===== config.mk =====
export PLATFORM = sky130hd
export DESIGN_NAME = seq_magnitude_comparator
export DESIGN_NICKNAME = d
export VERILOG_FILES = /design/src/rtl/seq_magnitude_comparator_pkg.sv /design/src/rtl/seq_magnitude_comparator_cell.sv /design/src/rtl/seq_magnitude_comparator.sv
export SDC_FILE = /design/constraint.sdc
export NUM_CORES = 1
export LEC_CHECK = 0
export ABC_AREA = 1
export CAP_MARGIN = 40
export CORE_UTILIZATION = 45
export CTS_CLUSTER_SIZE = 12
export DETAILED_ROUTE_END_ITERATION = 8
export HOLD_SLACK_MARGIN = 0.12
export PLACE_DENSITY = 0.75
export SYNTH_ARGS = -nofsm -noshare
export SYNTH_HDL_FRONTEND = slang
export SYNTH_SLANG_ARGS = --single-unit

===== constraint.sdc =====
create_clock -name clk -period 2.27 [get_ports clk]
set_input_delay 0.454 -clock clk [delete_from_list [all_inputs] [get_ports clk]]
set_output_delay 0.454 -clock clk [all_outputs]
set_load 0.005 [all_outputs]

===== src/rtl/seq_magnitude_comparator_pkg.sv =====
// seq_magnitude_comparator_pkg: shared state encoding and result codes for the sequential comparator
package seq_magnitude_comparator_pkg;
  typedef enum logic [1:0] {IDLE = 2'd0, RUN = 2'd1, DONE = 2'd2} state_e;
  // Result codes packed as {less, equal, great}
  localparam logic [2:0] RES_LT = 3'b100;
  localparam logic [2:0] RES_EQ = 3'b010;
  localparam logic [2:0] RES_GT = 3'b001;
endpackage


===== src/rtl/seq_magnitude_comparator_cell.sv =====
// digit_compare_cell: one MSB-first cascade step; the verdict freezes once a digit differs
module digit_compare_cell #(
  parameter int DIGIT = 1
) (
  input  logic [DIGIT-1:0] da,
  input  logic [DIGIT-1:0] db,
  input  logic             lt_in,
  input  logic             eq_in,
  input  logic             gt_in,
  output logic             lt_out,
  output logic             eq_out,
  output logic             gt_out
);
  always_comb begin
    lt_out = eq_in ? (da < db) : lt_in;
    gt_out = eq_in ? (da > db) : gt_in;
    eq_out = eq_in && (da == db);
  end
endmodule


===== src/rtl/seq_magnitude_comparator.sv =====
// seq_magnitude_comparator: multi-cycle MSB-first magnitude compare, DIGIT bits per cycle
module seq_magnitude_comparator
  import seq_magnitude_comparator_pkg::*;
#(
  parameter int WIDTH      = 8,
  parameter int DIGIT      = 1,
  parameter bit EARLY_EXIT = 1'b1
) (
  input  logic             clk,
  input  logic             rst,
  input  logic             start,
  input  logic             signed_mode,
  input  logic [WIDTH-1:0] a,
  input  logic [WIDTH-1:0] b,
  output logic             ready,
  output logic             busy,
  output logic             done,
  output logic             less_out,
  output logic             equal_out,
  output logic             great_out
);
  localparam int N  = WIDTH / DIGIT;
  localparam int CW = $clog2(N) + 1;
  state_e           state_q, state_d;
  logic [WIDTH-1:0] sa_q, sa_d, sb_q, sb_d;
  logic [CW-1:0]    cnt_q, cnt_d;
  logic             lt_q, lt_d, eq_q, eq_d, gt_q, gt_d;
  logic             rl_q, rl_d, re_q, re_d, rg_q, rg_d;
  logic             c_lt, c_eq, c_gt, last;
  digit_compare_cell #(.DIGIT(DIGIT)) u_cell (
    .da(sa_q[WIDTH-1 -: DIGIT]),
    .db(sb_q[WIDTH-1 -: DIGIT]),
    .lt_in(lt_q),
    .eq_in(eq_q),
    .gt_in(gt_q),
    .lt_out(c_lt),
    .eq_out(c_eq),
    .gt_out(c_gt)
  );
  assign last = (cnt_q == CW'(N - 1)) || (EARLY_EXIT && !c_eq);
  always_comb begin
    state_d = state_q;
    sa_d    = sa_q;
    sb_d    = sb_q;
    cnt_d   = cnt_q;
    lt_d    = lt_q;
    eq_d    = eq_q;
    gt_d    = gt_q;
    rl_d    = rl_q;
    re_d    = re_q;
    rg_d    = rg_q;
    case (state_q)
      IDLE: if (start) begin
        state_d = RUN;
        // Flipping the sign bit maps two's-complement order onto unsigned order
        sa_d    = signed_mode ? {~a[WIDTH-1], a[WIDTH-2:0]} : a;
        sb_d    = signed_mode ? {~b[WIDTH-1], b[WIDTH-2:0]} : b;
        cnt_d   = '0;
        {lt_d, eq_d, gt_d} = 3'b010;
        {rl_d, re_d, rg_d} = 3'b000;
      end
      RUN: begin
        sa_d  = sa_q << DIGIT;
        sb_d  = sb_q << DIGIT;
        cnt_d = cnt_q + CW'(1);
        {lt_d, eq_d, gt_d} = {c_lt, c_eq, c_gt};
        if (last) begin
          state_d = DONE;
          {rl_d, re_d, rg_d} = {c_lt, c_eq, c_gt};
        end
      end
      DONE: state_d = IDLE;
      default: state_d = IDLE;
    endcase
  end
  always_ff @(posedge clk or posedge rst) begin
    if (rst) begin
      state_q <= IDLE;
      sa_q    <= '0;
      sb_q    <= '0;
      cnt_q   <= '0;
      lt_q    <= 1'b0;
      eq_q    <= 1'b1;
      gt_q    <= 1'b0;
      rl_q    <= 1'b0;
      re_q    <= 1'b0;
      rg_q    <= 1'b0;
    end else begin
      state_q <= state_d;
      sa_q    <= sa_d;
      sb_q    <= sb_d;
      cnt_q   <= cnt_d;
      lt_q    <= lt_d;
      eq_q    <= eq_d;
      gt_q    <= gt_d;
      rl_q    <= rl_d;
      re_q    <= re_d;
      rg_q    <= rg_d;
    end
  end
  assign ready     = state_q == IDLE;
  assign busy      = state_q == RUN;
  assign done      = state_q == DONE;
  assign less_out  = rl_q;
  assign equal_out = re_q;
  assign great_out = rg_q;
endmodule


After elaboration in Yosys (flattened, before gate mapping)
Index checks and enable logic that the tools add are counted.
Word-level totals
  flip-flop bits (word level): 28
  input bits: 20
  output and inout bits: 6
Operators by class
  add/subtract/negate cells: 1
  $lt $le $gt $ge: 2
  equality and inequality tests: 6
  muxes and demuxes: 24
  bitwise logic cells: 2
  reductions and logical operators: 8
Operator list (number)
  $mux 8: 4
  $pmux 8 s2: 2
  $pmux 1 s2: 6
  $pmux 4 s2: 1
  $mux 1: 7
  $add 4x1->4 const B: 1
  $eq 4x3->1 const B: 1
  $mux 2: 2
  $mux 4: 1
  $pmux 2 s2: 1
  $reduce_and 2->1: 2
  $reduce_and 3->1: 1
  $eq 2x1->1 const B: 1
  $eq 2x2->1 const B: 1
  $logic_not 2->1: 1
  $ne 2x1->1 const B: 1
  $ne 2x2->1 const B: 1
  $not 1->1: 2
  $reduce_bool 2->1: 1
  $eq 1x1->1: 1
  $gt 1x1->1: 1
  $logic_and 1x1->1: 1
  $logic_not 1->1: 1
  $logic_or 1x1->1: 1
  $lt 1x1->1: 1

Depth between registers and ports, before layout
  depth after elaboration: 6
  depth in mapped cells: 8

Hierarchy
From an unflattened synthesis, not the netlist that was laid out.
Unflattened totals
  cell total of the unflattened synthesis: 173
  area, all modules: 1502.7 um2
Modules (own cells, without submodules)
  seq_magnitude_comparator: times used 1, cells an instance 160, area each 1436.4 um2, seq. area each 701.9 um2
  digit_compare_cell: times used 1, cells an instance 13, area each 66.3 um2, seq. area each 0.0 um2

Worst setup path before layout
Ideal clock, no wire load.
  kind: reg-to-output
  from: register state_q[1]
  to: output busy
  arrival: 0.844 ns
  required time: 1.816 ns
  slack: 0.972 ns
  cell stages (with the launch flop): 6
  path buffers: 2
  path through: dfrtp_1 > inv_2 > nand2_1 > buf_6 > inv_6 > buf_6
Between the ends
  longest elaborated chain between the ends: 1
RTL lines
  start: declaration: line seq_magnitude_comparator.sv:24  | state_e state_q, state_d;
  start signal: assignment: line seq_magnitude_comparator.sv:89  | state_q <= state_d;
  $eq 2x1->1: line seq_magnitude_comparator.sv:102  | assign busy = state_q == RUN;
  end: declaration: line seq_magnitude_comparator.sv:16  | output logic busy,
Every way passes these cells.

Final worst setup path
Same ends and word-level chain as after synthesis.

==> impl_metrics.csv <==
group,metric,value,unit
clock_tree,clk_latency,0.32,ns
job,drv_cap,0,
floorplanning,fp.dieArea,0.00325,mm^2
sta,finalSetupViolations,0,
global_route,grt_pass1_vias,1155,
sta,final-max-slew-violation-count,0,
global_route,grtUsageTotal,0.182,
power_and_ir_drop,p_per_area,1150,mW/mm^2
synthesis,ys_seq_area_frac,0.515,
critical_path,cp_slowest_cell,"clkdlybuf4s50_1",
floorplanning,die_x,57.0,um
layout,fin_util,0.590,
layout,seqCellArea,702,um^2
drt,routed_wirelength,2660,um
layout,final_cell_mix,"55 x nand2_1, 27 x dfrtp_1, 25 x clkdlybuf4s50_1, 19 x nor2_1",
layout,multi_input_area,572,um^2
power_and_ir_drop,ir_drop,524,uV
drt,drt-pass1-iter-count,4,
sta,tightest_slew,0.355,ns
hold_path,hold_path_class,"input port to asynchronous set/reset pin",
clock_tree,clock_path_buffers,2,
sta,hold_viol,0,
global_route,grt_max_degree,29,
clock_tree,cts-root-buf,"clkbuf_4",
synthesis,ys_seq_elements,28,
synthesis,synth.avg_cell_area,8.16,um^2
global_route,grt_pass1_wl,4650,um
critical_path,critPathMaxFanout,19,
clock_tree,cts_tree,"built",
critical_path,crit_required,1.82,ns
sta,hold_slack,0.475,ns
sta,setup_tns,0,ns
layout,diodes,0,
layout,layout-area-overhead-vs-synth,21.4,%
layout,drive_above_1_share,0.0725,
placed_design,dpl.hpwl,1990,um
layout,fill_cells,249,
drt,vias_per_cell,5.21,
clock_tree,path_clk_slew,0.14,ns
sta,skew,0.00473,ns
sta,rsz0062_at_grt,"no",
drt,vias,1167,
critical_path,arrival,1.63,ns
floorplanning,core_area,0.00281,mm^2
sta,clock.fmax,0.479,GHz
floorplanning,initial_core_util,0.486,
power_and_ir_drop,total_power,1900,uW
critical_path,critPathLaunchType,"flop",
floorplanning,ios,26,
clock_tree,cts_setup_buffers,0,
synthesis,synthTopCellsByArea,"dfrtp_1 50%, nand2_1 15%, nor2_1 5.2%",
clock_tree,cts_inserted_buffers,3,
synthesis,synth_nets,190,
floorplanning,std_cell_rows,19,
status,status,"complete, no violations",
floorplanning,die_height,57.0,um
clock_tree,cts_resized,0,
global_route,overflow,0,
drt,drc,0,
layout,final_common_cell,"nand2_1",
global_route,antenna_found_initial,0,
critical_path,cp_cell_sequence,"inv_2 > nand2_1 > inv_6 > clkdlybuf4s50_1",
sta,timing.slew.headroom,0.764,
clock_tree,clock-sinks,28,
drt,first_iter_violations,31,
critical_path,crit_start,"state_q[1]$_DFFE_PP0P_",
sta,period_share,0.919,
placed_design,place_congestion,0.828,
synthesis,synth_top_cell_by_area,"dfrtp_1",
synthesis,synthCells,167,
critical_path,crit_path_end_kind,"output pin",
clock_tree,htreeDepth,1,
drt,ant_nets,0,
layout,fin_nets,217,
synthesis,yosys_warnings,0,
placed_design,io_buffers,25,
critical_path,path_class,"flop to output pin",
synthesis,synthDistinctLibCells,22,
clock_tree,cts_hold_buf,0,
critical_path,slowest_delay,0.52,ns
power_and_ir_drop,leakagePower,0.000793,uW
drt,post_drt_wl_per_cell,11.9,um
synthesis,synth_top_area_frac,0.496,
sta,period_minus_slack,2.09,ns
critical_path,r2r-start,"state_q[1]$_DFFE_PP0P_",
synthesis,syn_area,0.00136,mm^2
[where the power goes]
part	switching [uW]	total, uW	internal, uW
logic	488	830	342
registers	145	869	724
clock network	135	204	68.7
total	768	1900	1140
[critical path: cells and delay by family (launching register included)]
kind,cells,cell delay (ns)
buffers and inverters,3,0.77
flip-flops,1,0.42
AND/OR/NAND/NOR,1,0.12
[synthesized netlist by cell type]
master	instances
nand2_4	1
dfstp_2	1
a21oi_1	13
clkbuf_1	2
inv_6	1
ha_1	3
nor2_1	19
buf_2	1
nand2_1	55
nor2_4	1
inv_1	8
a22o_1	1
nand4_1	2
or2_2	2
dfrtp_1	27
o21ai_0	13
xnor2_1	1
inv_2	1
nand3_1	7
nand2_2	1
buf_6	3
o21ai_1	4
[routing by layer]
metal,up-vias,global-route usage,wire length [um]
li1,588,-,-
met1,544,0.223,1230
met2,31,0.323,1320
met3,4,0.0204,85
met4,0,0.0801,31
met5,-,0,0
[flip-flops by register name, indices dropped and copies added (netlist names)]
signal and flops:
state_q 2, less_out 1, gt_q 1, equal_out 1, eq_q 1, sa_q 8, sb_q 8, cnt_q 4
great_out 1, lt_q 1
[through the flow]
stage / instances / instance area, um^2 / worst slack, ns
floorplan: 167 / 1360 / 0.972
global placement: 220 / 1630 / 0.530
detailed placement: 220 / 1630 / 0.472
CTS: 224 / 1650 / 0.170
global route: 224 / 1650 / 0.113
finish: 224 / 1650 / 0.183
[final timing paths]
kind                            cells after the start                    end  slack, ns
worst max-delay path                                4                   busy       0.18
worst min-delay path                                3   cnt_q[2]$_DFFE_PP0P_       0.48
worst max register to register                      7  equal_out$_DFFE_PP0P_       0.91
worst min register to register                      2    sa_q[0]$_DFFE_PP0P_       0.49
max in group asynchronous                           3       eq_q$_DFFE_PP1P_       1.48
min in group clk                                    2    sa_q[0]$_DFFE_PP0P_       0.49
[layout make-up]
class / count / area share
Multi-Input combinational cell: 123 / 0.346
Clock buffer: 4 / 0.0159
Sequential cell: 28 / 0.424
Inverter: 10 / 0.0257
Timing Repair Buffer: 28 / 0.165
Tap cell: 31 / 0.0234
[cells by family (layout without fill, tap and decap cells)]
| group | Yosys count | count (layout) | share of synthesized area |
|---|---|---|---|
| compound gates | 31 | 31 | 0.117 |
| xor+xnor | 1 | 1 | 0.00643 |
| fa+ha+maj | 3 | 3 | 0.0276 |
| buf+inv | 16 | 42 | 0.0652 |
| flops | 28 | 28 | 0.515 |
| simple gates | 88 | 88 | 0.269 |
No activity file was read; power rests on OpenSTA's default activity.
